## src/rtl/pipe_stage_skid.sv

```systemverilog
// pipe_stage_skid: pipeline stage register with valid/ready handshake, optional skid entry, free-running sideband and flush-drop counter
// Ports:
//   clk, cpurst_n                 clock (rising edge), asynchronous active-low reset
//   flush                         kill stored beats and the incoming beat this cycle
//   in_valid, in_ready, in_data   upstream handshake and payload
//   in_side, out_side             sideband, delayed one cycle regardless of stall/flush
//   out_valid, out_ready, out_data downstream handshake and head payload
//   occupancy                     stored beats (0..2)
//   drop_cnt                      saturating count of flush cycles that discarded a beat
module pipe_stage_skid #(
  parameter int DATA_W = 32,
  parameter int SIDE_W = 32,
  parameter bit SKID = 1'b1,
  parameter bit ZERO_ON_FLUSH = 1'b1,
  parameter int CNT_W = 8
) (
  input  logic              clk,
  input  logic              cpurst_n,
  input  logic              flush,
  input  logic              in_valid,
  output logic              in_ready,
  input  logic [DATA_W-1:0] in_data,
  input  logic [SIDE_W-1:0] in_side,
  output logic              out_valid,
  input  logic              out_ready,
  output logic [DATA_W-1:0] out_data,
  output logic [SIDE_W-1:0] out_side,
  output logic [1:0]        occupancy,
  output logic [CNT_W-1:0]  drop_cnt
);
  typedef enum logic [1:0] {EMPTY = 2'd0, HALF = 2'd1, FULL = 2'd2} state_t;
  state_t state, state_nx;
  logic [DATA_W-1:0] head, skid, head_nx, skid_nx;
  logic accept, deliver, drop;
  assign out_valid = state != EMPTY;
  // with a skid entry, in_ready depends only on the state register
  assign in_ready  = SKID ? (state != FULL) : (~out_valid | out_ready);
  assign accept    = in_valid & in_ready & ~flush;
  assign deliver   = out_valid & out_ready;
  assign occupancy = state;
  assign out_data  = head;
  assign drop      = flush & ((out_valid & ~deliver) | (state == FULL) | (in_valid & in_ready));
  always_comb begin
    state_nx = state;
    head_nx  = head;
    skid_nx  = skid;
    if (flush) begin
      state_nx = EMPTY;
      if (ZERO_ON_FLUSH) begin
        head_nx = '0;
        skid_nx = '0;
      end
    end else begin
      case (state)
        EMPTY: if (accept) begin
          state_nx = HALF;
          head_nx  = in_data;
        end
        HALF: if (accept && deliver) head_nx = in_data;
          else if (accept && SKID) begin
            state_nx = FULL;
            skid_nx  = in_data;
          end else if (deliver) state_nx = EMPTY;
        FULL: if (deliver) begin
          state_nx = HALF;
          head_nx  = skid;
        end
        default: state_nx = EMPTY;
      endcase
    end
  end
  always_ff @(posedge clk or negedge cpurst_n) begin
    if (!cpurst_n) begin
      state    <= EMPTY;
      head     <= '0;
      skid     <= '0;
      out_side <= '0;
      drop_cnt <= '0;
    end else begin
      state    <= state_nx;
      head     <= head_nx;
      skid     <= skid_nx;
      out_side <= in_side;
      if (drop && drop_cnt != '1) drop_cnt <= drop_cnt + CNT_W'(1);
    end
  end
endmodule
```

## config.mk

```make
export PLATFORM = sky130hd
export DESIGN_NAME = pipe_stage_skid
export DESIGN_NICKNAME = d
export VERILOG_FILES = /design/src/rtl/pipe_stage_skid.sv
export SDC_FILE = /design/constraint.sdc
export NUM_CORES = 1
export LEC_CHECK = 0
export CORE_AREA = 2 2 113 115
export CTS_CLUSTER_DIAMETER = 200
export DETAILED_ROUTE_END_ITERATION = 7
export DIE_AREA = 0 0 115 117
export PLACE_DENSITY = 0.7
export SLEW_MARGIN = 20
export SYNTH_ARGS = -nofsm -noshare
export SYNTH_HDL_FRONTEND = slang
export SYNTH_SLANG_ARGS = --single-unit
```

## constraint.sdc

```tcl
create_clock -name clk -period 5.3 [get_ports clk]
set_clock_uncertainty 0.15 [all_clocks]
set_input_delay 1.325 -clock clk [delete_from_list [all_inputs] [get_ports clk]]
set_output_delay 1.325 -clock clk [all_outputs]
set_load 0.01 [all_outputs]
```

After elaboration in Yosys (flattened, before gate mapping) --
Cells that the tools add are included.
Word-level totals: register bits 106, input bits 69, output and inout port bits 76, logic and storage cells 50
Operators by class: add/sub/neg operators 1, equality and inequality tests 10, mux-type cells 15, bitwise gates (word level) 9, reductions and logical operators 10
Operators by type and width (count):
- $mux W32 | 7
- $pmux W32 S3 | 1
- $mux W2 | 6
- $ne A3 B3 Y1 const B | 4
- $add A8 B1 Y8 const B | 1
- $ne A8 B8 Y1 const B | 1
- $reduce_and A4 Y1 | 2
- $pmux W2 S3 | 1
- $reduce_bool A2 Y1 | 3
- $and A1 B1 Y1 | 5
- $ne A2 B2 Y1 const B | 2
- $ne A4 B4 Y1 const B | 1
- $reduce_bool A4 Y1 | 1
- $reduce_and A3 Y1 | 1
- $eq A2 B1 Y1 const B | 1
- $eq A2 B2 Y1 const B | 1
- $logic_and A1 B1 Y1 | 2
- $logic_not A2 Y1 | 1
- $not A1 Y1 | 2
- $or A1 B1 Y1 | 2

Depth between registers and ports, before layout --
depth after elaboration 8, gate-level depth with buffers 6, mapped depth without buffers 5

Worst setup path before layout --
OpenSTA, ideal clock, no wires.
kind input to register, start point in flush, end point reg drop_cnt[1], setup time 0.128 ns, arrival 2.397 ns, data required time 5.022 ns, path slack 2.625 ns, cell stages on the path 4, cell sequence clkbuf_1 inv_1 or3_4 mux2_1
On the way: word-level cells in the longest chain between the ends 2
RTL lines:
- start: declaration | line 19 | input logic flush,
- $and A1 B1 Y1 | line 42 | assign drop = flush & ((out_valid & ~deliver) | (state == FULL) | (in_valid & in_ready));
- $logic_and A1 B1 Y1 | line 84 | if (drop && drop_cnt != '1) drop_cnt <= drop_cnt + CNT_W'(1);
- end signal: assignment | line 84
- end: declaration | line 29 | output logic [CNT_W-1:0] drop_cnt
No other way between the ends. A chain may end at the register's enable or synchronous reset.

Worst setup path in the final report --
start point in out_ready, end point reg head[22], in the netlist out_data[22]
On the way: word-level cells in the longest chain between the ends 4, elaborated cells between the ends (all ways) 5, those cells by class 2 x eq/ne; 1 x bitwise; 2 x reduce/logical
RTL lines:
- start: declaration | line 25 | input logic out_ready,
- $and A1 B1 Y1 (*) | line 39 | assign deliver = out_valid & out_ready;
- $logic_and A1 B1 Y1 | line 59 | HALF: if (accept && deliver) head_nx = in_data;
- $ne A3 B3 Y1 (no source line)
- $reduce_and A4 Y1 (no source line) (*)
- end signal: assignment | line 81 | head <= head_nx;
- end: declaration | line 33 | logic [DATA_W-1:0] head, skid, head_nx, skid_nx;
Every way passes the cells marked *; elsewhere a longest branch is shown, timed or not.

==> flow_metrics.tcl <==
set metrics [dict create \
    cap_viol_max_count 0 \
    synth_nets 441 \
    setup_ws_ns 2.00 \
    clock_path_buffers 2 \
    required_ns 5.34 \
    vias 3187 \
    fmax_mhz 303 \
    netlist_area_um2 4190 \
    grt_use_total 0.153 \
    drc 0 \
    antenna_left 0 \
    cts_inserted_buffers 9 \
    dr.pass1.iters 4 \
    io_pins 145 \
    status "completed" \
    die_w_um 115 \
    cts-htree-levels 3 \
    ys_ff_latch 106 \
    fillCellCount 1106 \
    final_nets 576 \
    clock-root-buffer "clkbuf_16" \
    port_buffers 144 \
    crit_slowest_cell "a221oi_4" \
    syn_area_per_cell_um2 11.3 \
    grt_pass1_vias 3235 \
    cp-start-kind "input pin" \
    drive_gt1_frac 0.0568 \
    timing.final.hold_violations 0 \
    crit_buf_inv 2 \
    die_area_um2 13500 \
    cp-end-kind "register" \
    grt_max_degree 69 \
    antenna-diode-count 0 \
    max-slew-margin-rel 0.376 \
    leakagePower_uw 0.00244 \
    preCtsSetupSlack_ns 1.65 \
    timing.final.crit_share 0.623 \
    initial_core_util 0.340 \
    area_delta_synth_final_pct 45.2 \
    regArea_um2 2650 \
    clk_pin_slew_ns 0.06 \
    peakVddDrop_mv 0.285 \
    clock-sinks 106 \
    crit_family "compound AO/OA/AOI/OAI gates" \
    hp-class "register to register" \
    powerDensity_nw_per_um2 331 \
    ys_types 30 \
    viasPerCell 4.82 \
    critPathKind "input pin to register" \
    hold_slack_ns 0.328 \
    grt_pass1_wl_mm 15.8 \
    rsz0062_at_grt "no" \
    ys_warn_count 0 \
    drt_iter0_drc 186 \
    antenna_found_initial 0 \
    core_um2 12300 \
    cp.arrival_ns 3.35 \
    ys_seq_area_frac 0.633 \
    wl_per_cell_um 14.8 \
    final_common_cell "clkdlybuf4s50_1" \
    setup-violations-final 0 \
    place_congestion 0.710 \
    overflow 0 \
    min_period_ns 3.30 \
    path_cells "clkdlybuf4s50_1, nand2b_1, a221oi_4, buf_12, o31ai_1" \
    multi_input_area_um2 1410 \
    clock_latency_ns 0.34 \
    crit_fanout 44 \
    hold_buffers 0 \
    dpl.hpwl_mm 6.63 \
    post_cts_resize_count 0 \
    drv_slew 0 \
    layout_common_cells "clkdlybuf4s50_1, dfrtp_1, nand2_1, a21oi_1, o31ai_1" \
    post_cts_buffers 0 \
    cts_tree "yes" \
    cpPeakStageDelay_ns 0.82 \
    finalSetupTns_ns 0 \
    worstMarginPinSlew_ns 0.937 \
    die_h_um 117 \
    utilization 0.494 \
    wirelength_mm 9.80 \
    rows 41 \
    netlist_instances 371 \
]
==> per-layer routing <==
layer | wire (µm) | global-route usage | up-vias
met5 | 0 | 0 | -
met4 | 175 | 0.0675 | 0
met3 | 837 | 0.0582 | 13
met2 | 4670 | 0.245 | 115
li1 | - | - | 1532
met1 | 4110 | 0.184 | 1527
==> worst reg2reg max path, delay by kind of cell, from the launching register on <==
kind | cells | cell delay, ns
simple gates | 1 | 0.20
compound gates | 2 | 0.95
buf+inv | 1 | 0.30
flops | 1 | 0.49
==> cells by family (layout without fill, tap and decap cells) <==
group / count (synthesis) / in the layout / share of synthesized area
AND/OR/NAND/NOR: 124 / 124 / 0.124
adder cells (fa/ha/maj): 1 / 1 / 0.00298
XOR/XNOR: 2 / 2 / 0.00418
flip-flops: 106 / 106 / 0.633
AO/OA/AOI/OAI: 73 / 73 / 0.116
multiplexers: 36 / 36 / 0.0872
buffers and inverters: 29 / 169 / 0.0322
==> path summary, 6_finish.rpt <==
check	from	end	slack (ns)	cells past startpoint
worst max register to register	occupancy[0]	out_data[22]	3.07	4
worst min register to register	out_data[29]	out_data[29]	0.33	2
min in group asynchronous	cpurst_n	drop_cnt[3]	0.91	1
max in group asynchronous	cpurst_n	skid[31]	3.05	2
worst max-delay path	out_ready	out_data[22]	2.00	5
worst min-delay path	out_data[29]	out_data[29]	0.33	2
==> state kept, by name, summed over array words and instances (netlist names) <==
signal	cells
occupancy	2
out_side	32
out_data	32
skid	32
drop_cnt	8
==> metrics by stage <==
stage | cell area [µm²] | instances | power (µW)
floorplan | 4190 | 371 | 1080
global placement | 5760 | 645 | 1300
detailed placement | 5760 | 645 | 1320
CTS | 6090 | 661 | 2050
global route | 6090 | 661 | 2120
finish | 6090 | 661 | 2020
==> cells in the mapped netlist <==
library cell  number  share of area
nor4_1             3         0.0045
dfrtp_1          106           0.63
nand3_1            2         0.0024
mux2i_1           32          0.076
o31ai_1           33          0.059
xnor2_1            1         0.0021
clkbuf_1          10         0.0090
nand2_1          102          0.091
buf_2             12          0.014
nand2b_1           4         0.0060
a221oi_4           1         0.0063
o22a_1             2         0.0042
o31a_1             1         0.0021
nor2b_1            4         0.0060
or3_4              1         0.0027
nor3b_1            1         0.0018
nand4_1            2         0.0030
inv_1              3         0.0027
o21a_1             1         0.0018
nand4b_1           1         0.0021
a21oi_2            1         0.0021
nor2_1             2         0.0018
buf_1              1        0.00089
xor2_1             1         0.0021
mux2_1             4          0.011
a21oi_1           34          0.041
clkbuf_4           3         0.0054
or2_1              1         0.0015
ha_1               1         0.0030
and2_1             1         0.0015
==> area by class of cell <==
type / count / share of cell area
Inverter: 3 / 0.00185
Clock buffer: 10 / 0.0393
Multi-Input combinational cell: 236 / 0.232
Clock inverter: 6 / 0.0148
Tap cell: 150 / 0.0308
Timing Repair Buffer: 150 / 0.245
Sequential cell: 106 / 0.436
==> power breakdown <==
part	internal, µW	switching [µW]
Clock	428	293
Combinational	208	158
Sequential	876	55.0
(Power assumes the default switching activity.)
